===== src/rtl/fifo_mem_writeback.sv =====
// Result drain: five lane FIFOs collect systolic-array outputs and are written
// row-major to a memory port on init, with com raised when the matrix is written.

module fifo_wb_lane #(
    parameter int DW    = 32,
    parameter int DEPTH = 8
) (
    input  logic          clk,
    input  logic          rst,
    input  logic          push_req,
    input  logic [DW-1:0] data,
    input  logic          pop,
    output logic [DW-1:0] head,
    output logic          empty,
    output logic          full,
    output logic          ovf
);
    localparam int PW = $clog2(DEPTH);

    logic [DW-1:0] mem [DEPTH];
    logic [PW-1:0] rd_ptr, wr_ptr;
    logic [PW:0]   count, count_nxt;
    logic          push;

    // A pop on the same edge frees the slot, so a full lane still accepts
    assign push  = push_req && (!full || pop);
    assign head  = mem[rd_ptr];
    assign empty = (count == '0);

    always_comb begin
        count_nxt = count;
        case ({push, pop})
            2'b10:   count_nxt = count + 1'b1;
            2'b01:   count_nxt = count - 1'b1;
            default: count_nxt = count;
        endcase
    end

    always_ff @(posedge clk) begin
        if (!rst) begin
            rd_ptr <= '0;
            wr_ptr <= '0;
            count  <= '0;
            full   <= 1'b0;
            ovf    <= 1'b0;
        end else begin
            if (push) wr_ptr <= wr_ptr + 1'b1;
            if (pop)  rd_ptr <= rd_ptr + 1'b1;
            count <= count_nxt;
            full  <= (count_nxt == (PW+1)'(DEPTH));
            if (push_req && full && !pop) ovf <= 1'b1;
        end
    end

    always_ff @(posedge clk) begin
        if (push) mem[wr_ptr] <= data;
    end
endmodule

module fifo_mem_writeback #(
    parameter int DW    = 32,
    parameter int AW    = 8,
    parameter int DEPTH = 8,
    parameter int ROWS  = 5
) (
    input  logic          clk,
    input  logic          rst,
    input  logic          init,
    input  logic [AW-1:0] base_address,
    input  logic [4:0]    wr_en,
    input  logic [DW-1:0] in0,
    input  logic [DW-1:0] in1,
    input  logic [DW-1:0] in2,
    input  logic [DW-1:0] in3,
    input  logic [DW-1:0] in4,
    output logic [4:0]    full,
    output logic [4:0]    ovf,
    output logic          mem_we,
    output logic [AW-1:0] mem_addr,
    output logic [DW-1:0] mem_wdata,
    output logic          com
);
    localparam int LANES = 5;
    localparam int RW    = (ROWS > 1) ? $clog2(ROWS) : 1;

    typedef enum logic [1:0] {IDLE, DRAIN, DONE} state_t;

    state_t                     state;
    logic [LANES-1:0][DW-1:0]   lane_data, lane_head;
    logic [LANES-1:0]           lane_empty, pop;
    logic [2:0]                 lane;
    logic [RW-1:0]              row;
    logic [AW-1:0]              base_q, addr_calc;
    logic                       cur_ok, last;

    assign lane_data = {in4, in3, in2, in1, in0};

    for (genvar i = 0; i < LANES; i++) begin : g_lane
        fifo_wb_lane #(.DW(DW), .DEPTH(DEPTH)) u_lane (
            .clk      (clk),
            .rst      (rst),
            .push_req (wr_en[i]),
            .data     (lane_data[i]),
            .pop      (pop[i]),
            .head     (lane_head[i]),
            .empty    (lane_empty[i]),
            .full     (full[i]),
            .ovf      (ovf[i])
        );
    end

    // Strict in-order drain: an empty current lane stalls, never skipped
    assign cur_ok    = (state == DRAIN) && !lane_empty[lane];
    assign last      = (row == RW'(ROWS-1)) && (lane == 3'd4);
    assign addr_calc = base_q + AW'(row) * AW'(LANES) + AW'(lane);

    always_comb begin
        pop = '0;
        if (cur_ok) pop[lane] = 1'b1;
    end

    always_ff @(posedge clk) begin
        if (!rst) begin
            state     <= IDLE;
            mem_we    <= 1'b0;
            mem_addr  <= '0;
            mem_wdata <= '0;
            com       <= 1'b0;
            row       <= '0;
            lane      <= '0;
            base_q    <= '0;
        end else begin
            mem_we <= 1'b0;
            case (state)
                IDLE: begin
                    if (init) begin
                        base_q <= base_address;
                        row    <= '0;
                        lane   <= '0;
                        state  <= DRAIN;
                    end
                end
                DRAIN: begin
                    if (cur_ok) begin
                        mem_we    <= 1'b1;
                        mem_addr  <= addr_calc;
                        mem_wdata <= lane_head[lane];
                        if (lane == 3'd4) begin
                            lane <= '0;
                            row  <= row + 1'b1;
                        end else begin
                            lane <= lane + 3'd1;
                        end
                        if (last) begin
                            com   <= 1'b1;
                            state <= DONE;
                        end
                    end
                end
                DONE: begin
                    // Requires init to drop before another drain can start
                    if (!init) begin
                        com   <= 1'b0;
                        state <= IDLE;
                    end
                end
                default: state <= IDLE;
            endcase
        end
    end
endmodule


===== config.mk =====
export PLATFORM = sky130hd
export DESIGN_NAME = fifo_mem_writeback
export DESIGN_NICKNAME = d
export VERILOG_FILES = /design/src/rtl/fifo_mem_writeback.sv
export SDC_FILE = /design/constraint.sdc
export NUM_CORES = 2
export LEC_CHECK = 0
export CAP_MARGIN = 30
export CORE_ASPECT_RATIO = 1.1
export CORE_MARGIN = 1.5
export CORE_UTILIZATION = 55
export DETAILED_ROUTE_END_ITERATION = 8
export PLACE_DENSITY = 0.79
export SETUP_SLACK_MARGIN = 0.1
export SLEW_MARGIN = 20
export SYNTH_ARGS = -nofsm -noshare
export SYNTH_HDL_FRONTEND = slang
export SYNTH_SLANG_ARGS = --single-unit

===== constraint.sdc =====
create_clock -name clk -period 7.5 [get_ports clk]
set_clock_uncertainty 0.15 [all_clocks]
set_input_delay 0.75 -clock clk [delete_from_list [all_inputs] [get_ports clk]]
set_output_delay 0.75 -clock clk [all_outputs]
set_load 0.005 [all_outputs]

==> flow_metrics.tcl <==
set metrics [dict create \
    ys_top_cells_by_area "edfxtp_1, mux4_2, dfxtp_1" \
    final_nets 3239 \
    seq_area_frac_synth_pct 75.78 \
    synth_xor_area_share_pct 0.6944 \
    netlist_top_cells_count "edfxtp_1, mux4_2, nand2_1" \
    worst_pin_slew_ns 1.060 \
    outcome "complete, but fails checks" \
    numPortBuffers 227 \
    p_leak_nw 20.00 \
    cts.sinks 1413 \
    post_dp_cell_area_um2 58350 \
    yosys.area_share.simple_pct 3.813 \
    yosysWarnings 0 \
    required_ns 8.03 \
    antenna_found_initial 22 \
    failed_checks "design-rule violations" \
    worstSetupStartpointType "register" \
    wl_per_cell_um 32.77 \
    h-tree-depth 4 \
    routed_wl_um 145100 \
    p_per_area_nw_per_um2 272.0 \
    num_vias 29332 \
    hold_ws_ns 0.3121 \
    syn_nets 2962 \
    grt_pass1_wl_um 206800 \
    cts_tree "yes" \
    cts_buffers 135 \
    synthAdderAreaFrac_pct 1.163 \
    grt_max_degree 65 \
    die_width_um 302.4 \
    cp_slowest_cell "dfxtp_1" \
    clk_pin_slew_ns 0.06 \
    ys.flop_type "edfxtp_1" \
    min_path_type "register to register" \
    drt_iter0_markers 4340 \
    synth_compound_area_share_pct 3.657 \
    synth_most_common_cell "edfxtp_1" \
    track_usage_pct 29.12 \
    cts-root-buf "clkbuf_16" \
    min_to "com" \
    r2r-end "g_lane[4].u_lane.full" \
    ant_nets 0 \
    synth.avg_cell_area_um2 19.81 \
    yosys.area.top_type "edfxtp_1" \
    dp_hpwl_um 88380 \
    holdCritStartpoint "com" \
    period_share_pct 56.78 \
    pin_count 228 \
    cp_max_fo 18 \
    clk_latency_ns 0.76 \
    stdcell_area_um2 62960 \
    synth_top_family_by_area "multiplexers" \
    cp.buffers_inverters 1 \
    crit_family "compound AO/OA/AOI/OAI gates" \
    arrival_ns 4.79 \
    mappedNetlistArea_um2 54240 \
    irDropWorstVdd_mv 0.1911 \
    reg2reg_from "lane[2]" \
    tns_ns 0 \
    whs_path_depth 2 \
    cts_resized 0 \
    grt_overflow 0 \
    synth_edf_count 1280 \
    rsz0062_at_grt "false" \
    core_area_um2 97590 \
    fmax_mhz 234.8 \
    cts.path.max_buffers 3 \
    die_height_um 332.4 \
    synthCells 2738 \
    drv_cap 0 \
    drive_gt1_share_pct 20.85 \
    ys_ff_latch 1413 \
    r2r_slack_ns 3.24 \
    drt_first_pass_iters 9 \
    setup_viol 0 \
    synth_cell_type_count 57 \
    total_power_mw 17.13 \
    fin_util_pct 64.51 \
    areaGrowthSynthToFinish_pct 16.08 \
    slew_viol_final 0 \
    async_reset_ff_share_pct 0 \
    cp-end-kind "register" \
    reg2reg_depth 11 \
    drt-vias-per-instance 6.626 \
    grt_pass1_vias 29248 \
    post-route-min-period_ns 4.259 \
    die_area_um2 100500 \
    place_congestion 0.8763 \
    hold_viol_final 0 \
    critPathKind "register to register" \
    slowest_delay_ns 0.83 \
    path_cells "nand4_1, a21boi_1, inv_1, ha_1, xor2_1, ha_1, a21oi_1, xor2_1, nor2_1, xnor2_1, and3_1" \
    synth_mux_area_share_pct 13.44 \
    initial_core_util_pct 55.57 \
    max-slew-margin-rel_pct 29.36 \
    route.detailed.drc 33 \
    post-cts-setup-buffers 0 \
    fp-row-count 120 \
    synth_top_area_share_pct 70.87 \
    postCtsHoldBufs 0 \
]
state kept, by name, summed over array words and instances (netlist names), 8 cells and up, named ones only:
register              flops
g_lane.u_lane.count      20
g_lane.u_lane.wr_ptr     15
base_q                    8
mem_wdata                32
g_lane.u_lane.mem      1280
g_lane.u_lane.rd_ptr     15
mem_addr                  8
worst min-delay path, cell delays in order (launching register included):
cell and delay [ns]:
dfxtp_1 0.32, inv_1 0.05, a21oi_1 0.05
where the power goes:
group          total [mW]  internal [mW]  switching, mW
clock                6.92           3.95           2.97
combinational        1.24          0.466          0.778
sequential           8.96           8.82          0.139
per-layer routing:
metal	GRT usage [%]	routed length [um]
met5	0	112
met4	14.90	8074
met3	7.015	16850
met2	45.33	69500
met1	38.55	50540
how the worst max path moves through the flow:
stage	start	to	slack (ns)	cells after the start
3_5_place_dp	lane[2]	g_lane[4].u_lane.full	3.48	11
5_1_grt	lane[2]	g_lane[4].u_lane.full	3.08	11
6_report	lane[2]	g_lane[4].u_lane.full	3.24	11
3_3_place_gp	wr_en[4]	g_lane[4].u_lane.full	3.51	11
2_1_floorplan	lane[1]	g_lane[2].u_lane.mem[0][0]	2.19	6
4_1_cts	lane[2]	g_lane[4].u_lane.full	3.42	11
kinds of logic after synthesis:
group / Yosys count
fa+ha+maj: 48
mux: 328
flops: 1413
simple gates: 422
xor+xnor: 43
compound gates: 304
buf+inv: 180
cell type report:
| class | instances | area, um2 |
|---|---|---|
| diodes | 19 | 47.55 |
| clock buffers | 181 | 3767 |
| clock inverters | 68 | 760.7 |
| fillers | 6097 | 34640 |
| inverters | 28 | 105.1 |
| multi-input cells | 1145 | 12620 |
| flip-flops and latches | 1413 | 41120 |
| well taps | 1281 | 1603 |
| repair buffers | 292 | 2933 |
per-stage QoR:
stage	instances	setup slack (ns)
floorplan	2738	2.193
global placement	4147	3.506
detailed placement	4158	3.476
CTS	4407	3.417
global route	4419	3.081
finish	4427	3.241
layout by cell type (no fill, tap or decap), types with 16 or more instances in the layout:
cell type | synthesis | routed
a21oi_1 | 79 | 79
clkinv_2 | 0 | 22
a21boi_0 | 21 | 21
nand2b_1 | 24 | 24
nor2_1 | 52 | 29
o21ai_1 | 16 | 16
o21ai_0 | 30 | 30
ha_1 | 44 | 44
clkinv_1 | 0 | 19
nand4_1 | 35 | 35
mux4_2 | 320 | 320
xnor2_1 | 23 | 23
clkdlybuf4s50_1 | 0 | 226
diode_2 | 0 | 19
nand2_1 | 183 | 183
nor2b_1 | 28 | 28
dfxtp_1 | 133 | 123
clkbuf_16 | 0 | 140
xor2_1 | 20 | 20
buf_4 | 11 | 54
edfxtp_1 | 1280 | 1280
and2_1 | 27 | 27
inv_1 | 27 | 27
a22oi_1 | 128 | 128
nor3_2 | 1 | 17
clkbuf_1 | 95 | 30
(Power assumes the default switching activity.)
